[src/rtl/multiword_add_seq.sv]
// Sequential WORDS x 16-bit adder reusing one 16-bit lookahead_adder, one slice per cycle; `define SUBTRACT_EN adds sub port.
// Latency: WORDS+1 cycles from accepted start to the one-cycle done pulse; throughput one op per WORDS+2 cycles.
// Backpressure: start is accepted only while busy=0; requests in RUN/DONE are dropped, no queueing.

module lookahead_adder (
    input  logic [15:0] a,
    input  logic [15:0] b,
    input  logic        cin,
    output logic [15:0] sum,
    output logic        cout,
    output logic        pg,
    output logic        gg
);
    logic [15:0] p;
    logic [15:0] g;
    logic [3:0]  bp;
    logic [3:0]  bg;
    logic [4:0]  bc;
    logic [16:0] c;

    assign p = a ^ b;
    assign g = a & b;

    always_comb begin
        bp = '0;
        bg = '0;
        bc = '0;
        c  = '0;
        for (int i = 0; i < 4; i++) begin
            bp[i] = &p[4*i +: 4];
            bg[i] = g[4*i+3] | (p[4*i+3] & g[4*i+2]) | (p[4*i+3] & p[4*i+2] & g[4*i+1])
                  | (p[4*i+3] & p[4*i+2] & p[4*i+1] & g[4*i]);
        end
        // group carries from block generate/propagate, then bit carries inside each block
        bc[0] = cin;
        for (int i = 0; i < 4; i++) begin
            bc[i+1] = bg[i] | (bp[i] & bc[i]);
        end
        for (int i = 0; i < 4; i++) begin
            c[4*i] = bc[i];
            for (int j = 0; j < 3; j++) begin
                c[4*i+j+1] = g[4*i+j] | (p[4*i+j] & c[4*i+j]);
            end
        end
        c[16] = bc[4];
    end

    assign sum  = p ^ c[15:0];
    assign cout = c[16];
    assign pg   = &bp;
    assign gg   = bg[3] | (bp[3] & bg[2]) | (bp[3] & bp[2] & bg[1]) | (bp[3] & bp[2] & bp[1] & bg[0]);
endmodule

module multiword_add_seq #(
    parameter int WORDS = 4
) (
    input  logic                  clk,
    input  logic                  rst,
    input  logic                  start,
`ifdef SUBTRACT_EN
    input  logic                  sub,
`endif
    input  logic                  cin,
    input  logic [16*WORDS-1:0]   a,
    input  logic [16*WORDS-1:0]   b,
    output logic [16*WORDS-1:0]   s,
    output logic                  cout,
    output logic                  ovf,
    output logic                  busy,
    output logic                  done
);
    localparam int KW = (WORDS > 1) ? $clog2(WORDS) : 1;
    localparam logic [KW-1:0] LAST = KW'(WORDS - 1);

    typedef enum logic [1:0] {IDLE, RUN, FIN} state_t;

    state_t                  state, state_nxt;
    logic [WORDS-1:0][15:0]  a_reg;
    logic [WORDS-1:0][15:0]  b_reg;
    logic [WORDS-1:0][15:0]  s_reg;
    logic                    carry_reg;
    logic [KW-1:0]           k;
    logic                    load;
    logic                    step;
    logic                    last;

    logic [15:0] a_slice;
    logic [15:0] b_slice;
    logic [15:0] add_sum;
    logic        add_cout;
    logic        add_pg_unused;
    logic        add_gg_unused;

    logic        sub_sel;
`ifdef SUBTRACT_EN
    assign sub_sel = sub;
`else
    assign sub_sel = 1'b0;
`endif

    assign a_slice = a_reg[k];
    assign b_slice = b_reg[k];

    lookahead_adder u_add (
        .a    (a_slice),
        .b    (b_slice),
        .cin  (carry_reg),
        .sum  (add_sum),
        .cout (add_cout),
        .pg   (add_pg_unused),
        .gg   (add_gg_unused)
    );

    always_ff @(posedge clk or posedge rst) begin
        if (rst) begin
            state <= IDLE;
        end else begin
            state <= state_nxt;
        end
    end

    always_comb begin
        state_nxt = state;
        busy      = 1'b0;
        done      = 1'b0;
        load      = 1'b0;
        step      = 1'b0;
        last      = 1'b0;
        case (state)
            IDLE: begin
                if (start) begin
                    load      = 1'b1;
                    state_nxt = RUN;
                end
            end
            RUN: begin
                busy = 1'b1;
                step = 1'b1;
                if (k == LAST) begin
                    last      = 1'b1;
                    state_nxt = FIN;
                end
            end
            FIN: begin
                busy      = 1'b1;
                done      = 1'b1;
                state_nxt = IDLE;
            end
            default: state_nxt = IDLE;
        endcase
    end

    always_ff @(posedge clk or posedge rst) begin
        if (rst) begin
            a_reg     <= '0;
            b_reg     <= '0;
            s_reg     <= '0;
            carry_reg <= 1'b0;
            k         <= '0;
            cout      <= 1'b0;
            ovf       <= 1'b0;
        end else if (load) begin
            a_reg     <= a;
            b_reg     <= sub_sel ? ~b : b;
            carry_reg <= sub_sel ? 1'b1 : cin;
            k         <= '0;
        end else if (step) begin
            s_reg[k]  <= add_sum;
            carry_reg <= add_cout;
            if (last) begin
                // k parks on the top slice so it never wraps back into slice 0
                cout <= add_cout;
                ovf  <= (a_slice[15] == b_slice[15]) & (add_sum[15] != a_slice[15]);
            end else begin
                k <= k + KW'(1);
            end
        end
    end

    assign s = s_reg;
endmodule
[config.mk]
export PLATFORM = sky130hd
export DESIGN_NAME = multiword_add_seq
export DESIGN_NICKNAME = d
export VERILOG_FILES = /design/src/rtl/multiword_add_seq.sv
export SDC_FILE = /design/constraint.sdc
export NUM_CORES = 1
export LEC_CHECK = 0
export CAP_MARGIN = 25
export CELL_PAD_IN_SITES_DETAIL_PLACEMENT = 1
export CELL_PAD_IN_SITES_GLOBAL_PLACEMENT = 2
export CORE_ASPECT_RATIO = 0.7
export CORE_UTILIZATION = 34
export CTS_CLUSTER_SIZE = 28
export DETAILED_ROUTE_END_ITERATION = 16
export PLACE_DENSITY_LB_ADDON = 0.1
export SYNTH_ARGS = -nofsm -noshare
export SYNTH_HDL_FRONTEND = slang
export SYNTH_SLANG_ARGS = --single-unit
export TNS_END_PERCENT = 10
[constraint.sdc]
create_clock -name clk -period 17.2 [get_ports clk]
set_input_delay 1.72 -clock clk [delete_from_list [all_inputs] [get_ports clk]]
set_output_delay 1.72 -clock clk [all_outputs]
set_load 0.1 [all_outputs]
==> metrics.txt <==
outcome finished, final reports clean; drt wl/cell about 18 um; pre-CTS WS ~13 ns; Die Height 138 um; Peak Freq 0.218 GHz; final hold slack 0.471 ns; GRT Total Usage 20.3%; Rows 49; Slew Limit Fails 0; setup violators final 0; GRT overflow 0; io pins 200; critical path's slowest cell mux4_2; Ys Warns 0; worst path buffer plus inverter count 1; Critical Path Start Type flop; simple-gate share of the synthesized area 19.1%; final WL 25600 um; Syn Inst Count 868; area taken by multi-input logic gates 3710 um^2; GR peak layer met2; Layout area overhead 31.9%; Unique masters post-synth 30; initial drt markers 316; number of synthesized flops with an enable pin 0; diode count 0; drt pass-1 iters 4; Initial Util 34.7%; setup TNS 0 ns; Placed Cells 1382; CTS HTree Levels 4; async set-reset flop share out of synthesis between 90% and 100%; cell mode on critical path fa_1; total number of vias about 6600; headroom to the max-slew limit 28.7%; first-pass GRT wire length 41000 um; Synth area leader dfrtp_1; Worst Path Required 17.48 ns; Synthesized Nets 1036; Die X 196 um; Yosys reg bits between 150 and 200; fin cells roughly 1400; hold buffer count at cts 0; Hold Vio Cnt, Final 0; clock-pin slew on the worst setup and hold paths 0.08 ns; XOR/XNOR share of the synthesized area 0.586%; post-synthesis mux area share between 10% and 20%; maxcap violations 0; Most used DFF post-synth dfrtp_1; compound-gate portion of the synthesized area under 10%; most frequent cell after synthesis nand2_1; synthesized area per cell 10.3 um^2; FILL cells 2877; CTS Sinks 199; M2 GR Usage 31.1%; worst setup path class reg -> reg; number of vias per cell 4.65; Max clock buf depth 2; crit-path max cell delay 0.60 ns; met3 Usage GRT 3.77%; largest family of logic cells by synthesized area simple AND/OR/NAND/NOR gates; initial antenna violation count 0; Yosys top cell area share 55.6%; die area 27000 um^2; Fin Clk Skew 0.0116 ns; CP cell instances buf_4, mux4_2, ha_1, a21oi_1, nor2_1, o31a_1, or3_1, fa_1, fa_1, fa_1, xnor2_1, o21ai_0; layout cell share with drive strength beyond 1 a little over a tenth; Synth Area in Adders 6.03%; RSZ-0062 raised after global routing false; crit path DAT ~4.9 ns; period utilisation layout about a quarter; vias in the first global route 7081; CTS resizes 0; IO Port Bufs around 200; core area 25800 um^2; CTS tree built; Worst Tran Pin Value 1.07 ns; Cell Area, Synth 8960 um^2; root buffer cell clkbuf_16; fin nets 1214; Crit. End Element flop; min Tclk post-route between 4 and 5 ns; Synth area leaders dfrtp_1 (56%), nand2_1 (18%), mux4_2 (8.0%); Worst Hold Class reg -> reg; delay-heaviest family, CP adder cells; GRT met1 Usage 29.9%; clock latency at the later pin of the worst-skew pair roughly 0.44 ns; CP max FO 33; DP HPWL 18600 um; Num CTS Buffers 17; gpl congestion about 0.76; DR DRC count 0; postcts setup bufs 0; Reg area 4980 um^2; top cells by count, synth nand2_1 (423), dfrtp_1 (199), mux2_2 (36); min setup slack post-route 12.62 ns; Detail Route Antenna Nets 0; pin count of the biggest net entering global routing 124; sequential share of the synthesized area 55.6%
cells in the final DEF (no fill, tap or decap), types with 2 or more instances in the layout:
cell type,count
ha_1,24
nand2_1,422
fa_1,12
nor2b_1,4
a21oi_1,11
xnor2_1,4
xor2_1,2
buf_4,4
o31ai_1,2
nand4_1,2
nor2_1,10
clkbuf_16,17
buf_16,2
dfrtp_2,2
inv_6,5
mux2_2,36
or3_1,2
inv_8,2
dfrtp_1,197
clkinvlp_4,4
mux4_2,32
inv_1,15
o21ai_0,32
nor3_1,3
clkinv_4,2
clkinv_2,3
clkdlybuf4s50_1,199
metrics by stage:
step	util, %	cell area, um^2
3_5_place_dp	43.5	11200
3_3_place_gp	43.5	11200
2_1_floorplan	-	8960
4_1_cts	45.6	11800
5_1_grt	45.8	11800
6_report	45.8	11800
area by class of cell:
cell class              count  share of cell area (%)
flip-flops and latches    199                    42.1
multi-input cells         607                    31.4
well taps                 357                    3.78
clock inverters            15                   0.995
clock buffers              17                    3.60
inverters                  16                   0.571
repair buffers            205                    17.6
metal layers:
metal	wire [um]	share of wire, %	vias to the layer above
met1	12900	51	3290
met3	990	3.9	14
met4	296	1.2	0
met5	0	0	-
li1	-	-	3153
met2	11400	44	127
tightest hold or removal path, cell delays in order, from the launching register on:
cell and delay, ns:
dfrtp_1 0.34, nand2_1 0.05, nand2_1 0.05
final timing paths:
check / slack [ns] / startpoint / cells after the start / endpoint
setup / recovery: 12.62 / k[0] / 12 / s[47]
hold / removal: 0.47 / b_reg[38] / 2 / b_reg[38]
setup reg to reg: 12.62 / k[0] / 12 / s[47]
hold reg to reg: 0.47 / b_reg[38] / 2 / b_reg[38]
max in group asynchronous: 14.13 / rst / 4 / b_reg[20]
min in group asynchronous: 1.85 / rst / 2 / b_reg[15]
kinds of logic after synthesis:
family / after synthesis
fa+ha+maj: 36
buf+inv: 62
flops: 199
simple gates: 447
xor+xnor: 6
mux: 68
compound gates: 50
Power is left out: the tool's default activity adds up to more than one toggle a clock period on the data nets, which glitch-free logic cannot reach.
